===== src/rtl/hazard_scoreboard_ctrl_pkg.sv =====
// hazard_pkg: scoreboard entry type and forwarding-select encoding
// shared by the hazard scoreboard, its match encoder and interface.
package hazard_pkg;

  localparam int REG_ADDRESS_WIDTH_DEF = 3;

  // Entries store the address at a fixed maximum width so the
  // struct type does not depend on a module parameter.
  localparam int DA_MAXW = 8;

  localparam int FSEL_RF = 0;

  typedef struct packed {
    logic               v;
    logic [DA_MAXW-1:0] DA;
    logic               ld;
  } sb_entry_t;

endpackage


===== src/rtl/hazard_scoreboard_ctrl_if.sv =====
// DOF-side bundle for the hazard scoreboard.
// master = ID/DOF stage driving requests, slave = scoreboard.
interface hazard_scoreboard_ctrl_if #(
  parameter int REG_ADDRESS_WIDTH = hazard_pkg::REG_ADDRESS_WIDTH_DEF,
  parameter int PIPE_DEPTH        = 3,
  parameter int CNT_WIDTH         = 16
);
  localparam int FSEL_WIDTH = $clog2(PIPE_DEPTH + 1);

  logic                         id_valid;
  logic [REG_ADDRESS_WIDTH-1:0] AA;
  logic [REG_ADDRESS_WIDTH-1:0] BA;
  logic                         MA;
  logic                         MB;
  logic                         id_RW;
  logic [REG_ADDRESS_WIDTH-1:0] id_DA;
  logic                         id_is_load;
  logic                         flush;
  logic                         stat_clr;
  logic                         DHS;
  logic [FSEL_WIDTH-1:0]        fwd_sel_a;
  logic [FSEL_WIDTH-1:0]        fwd_sel_b;
  logic [CNT_WIDTH-1:0]         stall_count;

  modport master (
    output id_valid, AA, BA, MA, MB,
    output id_RW, id_DA, id_is_load,
    output flush, stat_clr,
    input  DHS, fwd_sel_a, fwd_sel_b,
    input  stall_count
  );

  modport slave (
    input  id_valid, AA, BA, MA, MB,
    input  id_RW, id_DA, id_is_load,
    input  flush, stat_clr,
    output DHS, fwd_sel_a, fwd_sel_b,
    output stall_count
  );

endinterface


===== src/rtl/hazard_scoreboard_ctrl_match.sv =====
// hazard_match: youngest-first priority encoder of one source
// operand against the scoreboard (hit_o, idx_o, ld0_o).
module hazard_match
  import hazard_pkg::*;
#(
  parameter int PIPE_DEPTH = 3,
  parameter int AW         = 3,
  parameter int IW         = 2
) (
  input  sb_entry_t [PIPE_DEPTH-1:0] sb_i,
  input  logic [AW-1:0]              addr_i,
  input  logic                       mux_i,
  output logic                       hit_o,
  output logic [IW-1:0]              idx_o,
  output logic                       ld0_o
);

  // Scan oldest to youngest; the last hit written wins.
  always_comb begin
    hit_o = 1'b0;
    idx_o = '0;
    if (!mux_i && addr_i != '0) begin
      for (int k = PIPE_DEPTH - 1; k >= 0; k--) begin
        if (sb_i[k].v &&
            sb_i[k].DA == DA_MAXW'(addr_i)) begin
          hit_o = 1'b1;
          idx_o = IW'(k);
        end
      end
    end
    ld0_o = hit_o && (idx_o == '0) && sb_i[0].ld;
  end

endmodule


===== src/rtl/hazard_scoreboard_ctrl.sv =====
// Multi-stage data-hazard scoreboard: stall, forwarding selects and
// saturating stall counter. Ports: clk, reset, bus (slave). Macro FORWARDING_EN.
module hazard_scoreboard_ctrl
  import hazard_pkg::*;
#(
  parameter int REG_ADDRESS_WIDTH = REG_ADDRESS_WIDTH_DEF,
  parameter int PIPE_DEPTH        = 3,
  parameter int CNT_WIDTH         = 16
) (
  input logic                     clk,
  input logic                     reset,
  hazard_scoreboard_ctrl_if.slave bus
);

  localparam int FSEL_WIDTH = $clog2(PIPE_DEPTH + 1);

  sb_entry_t [PIPE_DEPTH-1:0] sb_q, sb_d;
  logic [CNT_WIDTH-1:0]       cnt_q, cnt_d;

  logic                  hit_a, hit_b;
  logic                  ld0_a, ld0_b;
  logic [FSEL_WIDTH-1:0] idx_a, idx_b;
  logic                  hz_a, hz_b;
  logic                  dhs;
  logic                  wr;
  logic [FSEL_WIDTH-1:0] fsel_a, fsel_b;

  hazard_match #(
    .PIPE_DEPTH(PIPE_DEPTH),
    .AW        (REG_ADDRESS_WIDTH),
    .IW        (FSEL_WIDTH)
  ) u_match_a (
    .sb_i  (sb_q),
    .addr_i(bus.AA),
    .mux_i (bus.MA),
    .hit_o (hit_a),
    .idx_o (idx_a),
    .ld0_o (ld0_a)
  );

  hazard_match #(
    .PIPE_DEPTH(PIPE_DEPTH),
    .AW        (REG_ADDRESS_WIDTH),
    .IW        (FSEL_WIDTH)
  ) u_match_b (
    .sb_i  (sb_q),
    .addr_i(bus.BA),
    .mux_i (bus.MB),
    .hit_o (hit_b),
    .idx_o (idx_b),
    .ld0_o (ld0_b)
  );

`ifdef FORWARDING_EN
  // Only a load result still in EX cannot be forwarded.
  assign hz_a = ld0_a;
  assign hz_b = ld0_b;
  assign fsel_a = (hit_a && !ld0_a && !reset)
                ? idx_a + FSEL_WIDTH'(1)
                : FSEL_WIDTH'(FSEL_RF);
  assign fsel_b = (hit_b && !ld0_b && !reset)
                ? idx_b + FSEL_WIDTH'(1)
                : FSEL_WIDTH'(FSEL_RF);
`else
  logic unused_fwd;
  assign unused_fwd = ^{idx_a, idx_b, ld0_a, ld0_b};
  assign hz_a   = hit_a;
  assign hz_b   = hit_b;
  assign fsel_a = FSEL_WIDTH'(FSEL_RF);
  assign fsel_b = FSEL_WIDTH'(FSEL_RF);
`endif

  assign dhs = !reset && bus.id_valid && (hz_a || hz_b);

  // A stalled or flushed instruction leaves a bubble behind.
  assign wr = bus.id_valid && bus.id_RW &&
              (bus.id_DA != '0) && !dhs && !bus.flush;

  always_comb begin
    sb_d = sb_q;
    for (int k = PIPE_DEPTH - 1; k >= 1; k--) begin
      sb_d[k] = sb_q[k-1];
    end
    sb_d[0] = '0;
    if (wr) begin
      sb_d[0].v  = 1'b1;
      sb_d[0].DA = DA_MAXW'(bus.id_DA);
      sb_d[0].ld = bus.id_is_load;
    end
  end

  always_comb begin
    cnt_d = cnt_q;
    if (bus.stat_clr) begin
      cnt_d = '0;
    end else if (dhs && !(&cnt_q)) begin
      cnt_d = cnt_q + CNT_WIDTH'(1);
    end
  end

  always_ff @(posedge clk) begin
    if (reset) begin
      sb_q  <= '0;
      cnt_q <= '0;
    end else begin
      sb_q  <= sb_d;
      cnt_q <= cnt_d;
    end
  end

  assign bus.DHS         = dhs;
  assign bus.fwd_sel_a   = fsel_a;
  assign bus.fwd_sel_b   = fsel_b;
  assign bus.stall_count = cnt_q;

endmodule


===== src/flat_wrapper.sv =====
// flat-port wrapper written by rule: the top's interface ports become plain ports
module hazard_scoreboard_ctrl_flat import hazard_pkg::*;
#(
  parameter int REG_ADDRESS_WIDTH = REG_ADDRESS_WIDTH_DEF,
  parameter int PIPE_DEPTH        = 3,
  parameter int CNT_WIDTH         = 16
)
  (clk, reset, bus_id_valid, bus_AA, bus_BA, bus_MA, bus_MB, bus_id_RW, bus_id_DA, bus_id_is_load, bus_flush, bus_stat_clr, bus_DHS, bus_fwd_sel_a, bus_fwd_sel_b, bus_stall_count);
  hazard_scoreboard_ctrl_if #(.REG_ADDRESS_WIDTH(REG_ADDRESS_WIDTH), .PIPE_DEPTH(PIPE_DEPTH), .CNT_WIDTH(CNT_WIDTH)) bus_i ();
  input logic clk;
  input logic reset;
  input wire logic [$bits(bus_i.id_valid)-1:0] bus_id_valid;
  input wire logic [$bits(bus_i.AA)-1:0] bus_AA;
  input wire logic [$bits(bus_i.BA)-1:0] bus_BA;
  input wire logic [$bits(bus_i.MA)-1:0] bus_MA;
  input wire logic [$bits(bus_i.MB)-1:0] bus_MB;
  input wire logic [$bits(bus_i.id_RW)-1:0] bus_id_RW;
  input wire logic [$bits(bus_i.id_DA)-1:0] bus_id_DA;
  input wire logic [$bits(bus_i.id_is_load)-1:0] bus_id_is_load;
  input wire logic [$bits(bus_i.flush)-1:0] bus_flush;
  input wire logic [$bits(bus_i.stat_clr)-1:0] bus_stat_clr;
  output wire logic [$bits(bus_i.DHS)-1:0] bus_DHS;
  output wire logic [$bits(bus_i.fwd_sel_a)-1:0] bus_fwd_sel_a;
  output wire logic [$bits(bus_i.fwd_sel_b)-1:0] bus_fwd_sel_b;
  output wire logic [$bits(bus_i.stall_count)-1:0] bus_stall_count;
  assign bus_i.id_valid = bus_id_valid;
  assign bus_i.AA = bus_AA;
  assign bus_i.BA = bus_BA;
  assign bus_i.MA = bus_MA;
  assign bus_i.MB = bus_MB;
  assign bus_i.id_RW = bus_id_RW;
  assign bus_i.id_DA = bus_id_DA;
  assign bus_i.id_is_load = bus_id_is_load;
  assign bus_i.flush = bus_flush;
  assign bus_i.stat_clr = bus_stat_clr;
  assign bus_DHS = bus_i.DHS;
  assign bus_fwd_sel_a = bus_i.fwd_sel_a;
  assign bus_fwd_sel_b = bus_i.fwd_sel_b;
  assign bus_stall_count = bus_i.stall_count;
  hazard_scoreboard_ctrl #(.REG_ADDRESS_WIDTH(REG_ADDRESS_WIDTH), .PIPE_DEPTH(PIPE_DEPTH), .CNT_WIDTH(CNT_WIDTH)) u_core (.clk(clk), .reset(reset), .bus(bus_i));
endmodule

===== config.mk =====
export PLATFORM = sky130hd
export DESIGN_NAME = hazard_scoreboard_ctrl_flat
export DESIGN_NICKNAME = d
export VERILOG_FILES = /design/src/rtl/hazard_scoreboard_ctrl_pkg.sv /design/src/rtl/hazard_scoreboard_ctrl_if.sv /design/src/rtl/hazard_scoreboard_ctrl_match.sv /design/src/rtl/hazard_scoreboard_ctrl.sv /design/src/flat_wrapper.sv
export SDC_FILE = /design/constraint.sdc
export NUM_CORES = 1
export LEC_CHECK = 0
export ABC_CLOCK_PERIOD_IN_PS = 4200
export CORE_ASPECT_RATIO = 0.6
export CORE_MARGIN = 2
export CORE_UTILIZATION = 42
export CTS_CLUSTER_DIAMETER = 30
export DETAILED_ROUTE_END_ITERATION = 10
export GPL_TIMING_DRIVEN = 1
export PLACE_DENSITY_LB_ADDON = 0.1
export SETUP_SLACK_MARGIN = 0.5
export SYNTH_ARGS = -nofsm -noshare
export SYNTH_HDL_FRONTEND = slang
export SYNTH_SLANG_ARGS = --single-unit

===== constraint.sdc =====
create_clock -name clk -period 4.2 [get_ports clk]
set_input_delay 0.42 -clock clk [delete_from_list [all_inputs] [get_ports clk]]
set_output_delay 0.42 -clock clk [all_outputs]
set_load 0.02 [all_outputs]

==> impl_metrics.json <==
{
  "status": "complete, no violations",
  "drc": 0,
  "post_cts.repair.setup_buffers": 0,
  "grt_busiest_layer": "met2",
  "finalClockSkew_ns": 0.00395,
  "synthToLayoutAreaGrowth_pct": 28.0,
  "critPathKind": "input port to output pin",
  "die-height_um": 49.7,
  "die-area_um2": 3990,
  "grt_max_degree": 17,
  "finalWorstSetupSlack_ns": 1.03,
  "period_minus_slack_ns": 3.17,
  "cts_resized": 0,
  "grt_pass1_wl_mm": 5.95,
  "fillers": 304,
  "rrSetupSlack_ns": 1.85,
  "drv_cap": 0,
  "synth_area_um2": 1460,
  "worstSetupEndpointType": "output pin",
  "tns_ns": 0,
  "cts_tree": "built",
  "r2r_start": "u_core.bus.stall_count[0]$_SDFFE_PP0P_",
  "initial_utilization": 0.446,
  "cp_slowest_cell": "clkdlybuf4s50_1",
  "cell_internal_pwr_mw": 0.418,
  "rsz0062_at_grt": "false",
  "cts-hold-fix-buffers": 0,
  "synth_edf_count": 0,
  "fin_nets": 213,
  "startpoint_type": "input port",
  "multiInputGateArea_um2": 846,
  "track_usage": 0.192,
  "cts_max_level": 1,
  "insertion_delay_ns": 0.27,
  "cp_cell_sequence": "clkdlybuf4s50_1, xnor2_1, nand4_1, a311oi_1, o21bai_1, inv_1, clkdlybuf4s50_1",
  "hold_path.class": "flop to flop",
  "cts_num_sinks": 28,
  "fin_area_um2": 1870,
  "use_met1": 0.278,
  "slew_headroom": 0.600,
  "dr.pass1.iters": 4,
  "detail-route-antenna-nets": 0,
  "fin_crit_sh": 0.756,
  "overflow": 0,
  "swShare": 0.202,
  "regArea_um2": 561,
  "yosys_warnings": 0,
  "seq_power_share": 0.513,
  "ys_seq_elements": 28,
  "slowest_delay_ns": 0.61,
  "reg2reg_depth": 7,
  "p_comb_frac": 0.083,
  "whs_path_depth": 1,
  "grt_use_met2": 0.283,
  "drive_gt1_frac": 0.0518,
  "synthCells": 161,
  "tightest_slew_ns": 0.600,
  "wire_per_inst_um": 15.0,
  "path_buf_inv": 3,
  "dp_slack_ns": 1.05,
  "synth_flop_cell": "dfxtp_1",
  "antenna_found_initial": 0,
  "crit_required_ns": 3.78,
  "syn_area_per_cell_um2": 9.08,
  "p_sw_mw": 0.106,
  "async_flop_share": 0,
  "cts_buffers": 3,
  "via_per_inst": 5.61,
  "synthDistinctLibCells": 37,
  "port_buffers": 33,
  "totalPowerFinal_mw": 0.523,
  "clkPwrFrac": 0.404,
  "cpMostUsedCell": "clkdlybuf4s50_1",
  "min-delay-start": "u_core.sb_d[29]$_SDFF_PP0_",
  "crit_fanout": 9,
  "n_antenna_cell": 0,
  "min_to": "u_core.sb_q[29]$_SDFF_PP0_",
  "gp_congestion": 0.857,
  "ios": 39,
  "ctsLongestPathBuffers": 2,
  "powerDensity_nw_per_um2": 280,
  "num_vias": 1336,
  "grtUsageMet3": 0.0641,
  "clockRootBuffer": "clkbuf_8",
  "rows": 16,
  "cts.clk_slew.worst_paths_ns": 0.09,
  "setup_viol": 0,
  "dpl.hpwl_mm": 2.74,
  "die_w_um": 80.2,
  "slew_violations": 0,
  "finalWirelength_mm": 3.57,
  "grt_pass1_vias": 1163,
  "cp.arrival_ns": 2.75,
  "vdd_drop_max_uv": 139,
  "placed_area_um2": 1800,
  "timing_hold_violations_final": 0,
  "synth_seq_area_share": 0.383,
  "worstReg2RegEnd": "u_core.bus.stall_count[1]$_SDFFE_PP0P_",
  "fmax_ghz": 0.315,
  "path_delay_family": "buffers and inverters",
  "leakage_nw": 0.599,
  "core_area_um2": 3280,
  "detail_route.iter0.violations": 125
}
[layout make-up]
| class | count | area share |
|---|---|---|
| flip-flops and latches | 28 | 0.299 |
| multi-input cells | 126 | 0.452 |
| repair buffers | 33 | 0.176 |
| well taps | 45 | 0.0301 |
| clock buffers | 3 | 0.0221 |
| inverters | 2 | 0.00401 |
| clock inverters | 1 | 0.0160 |
[per-layer routing]
layer,part of all wire,up-vias
li1,-,649
met1,0.50,623
met2,0.41,58
met3,0.085,6
met4,0.0076,0
met5,0,-
[how the worst max path moves through the flow]
stage,slack (ns),end,cells after the start,startpoint
after global placement,1.12,bus_DHS,7,bus_BA[1]
after detailed placement,1.05,bus_DHS,7,bus_BA[1]
final,1.03,bus_DHS,7,bus_BA[1]
after floorplan,2.20,u_core.bus.stall_count[5]$_SDFFE_PP0P_,6,reset
after global routing,0.89,bus_DHS,7,bus_BA[1]
after CTS,1.05,bus_DHS,7,bus_BA[1]
[metrics by stage]
step,cells,hold slack (ns),util
after floorplan,164,0.459,-
after global placement,234,0.481,0.548
after detailed placement,234,0.502,0.548
after CTS,238,0.515,0.570
after global routing,238,0.527,0.570
final,238,0.513,0.570
[placed cells by master, fill, tap and decap left out, drive strengths merged, types with 6 or more instances in the layout]
cell type       n
nor2           10
or3             7
nand4          10
xnor2          18
clkdlybuf4s50  33
a21oi           9
dfxtp          28
nand3           6
nand2           8
and3            6
nor2b           8
[power by group through the flow]
stage	combinational [mW]	sequential (mW)	clock, mW
5_1_grt	0.0473	0.269	0.226
2_1_floorplan	0.0241	0.274	0
4_1_cts	0.0436	0.268	0.214
3_3_place_gp	0.0424	0.274	0
3_5_place_dp	0.0435	0.274	0
6_report	0.0435	0.268	0.212
[cell families after synthesis]
group	share of synthesized area
other	0.00256
AOI/OAI and AO/OA	0.145
adders and majority gates	0.00855
DFF	0.383
buffers and inverters	0.0462
muxes	0.0137
and+or+nand+nor	0.269
xor gates and xnor gates	0.132
[cells in the mapped netlist, drive strengths merged (3+ instances only)]
library cell / number / area (um^2)
or4: 5 / 37.5
dfxtp: 28 / 561
a311oi: 4 / 47.6
and3: 6 / 37.5
o21ai: 5 / 25.0
nand3: 6 / 30.0
o21bai: 3 / 22.5
buf: 6 / 46.3
o31ai: 5 / 37.5
nand4: 10 / 62.6
or3: 7 / 43.8
xnor2: 18 / 158
nor2: 10 / 40.0
nor2b: 8 / 50.1
a21oi: 9 / 45.0
nand2: 8 / 30.0
xor2: 4 / 35.0
[state kept, by name, summed over array words and instances, names as in the netlist]
name and count:
u_core.sb_d 8, u_core.sb_q 4, u_core.bus.stall_count 16
Note: power is estimated with default switching activity, not from simulation.
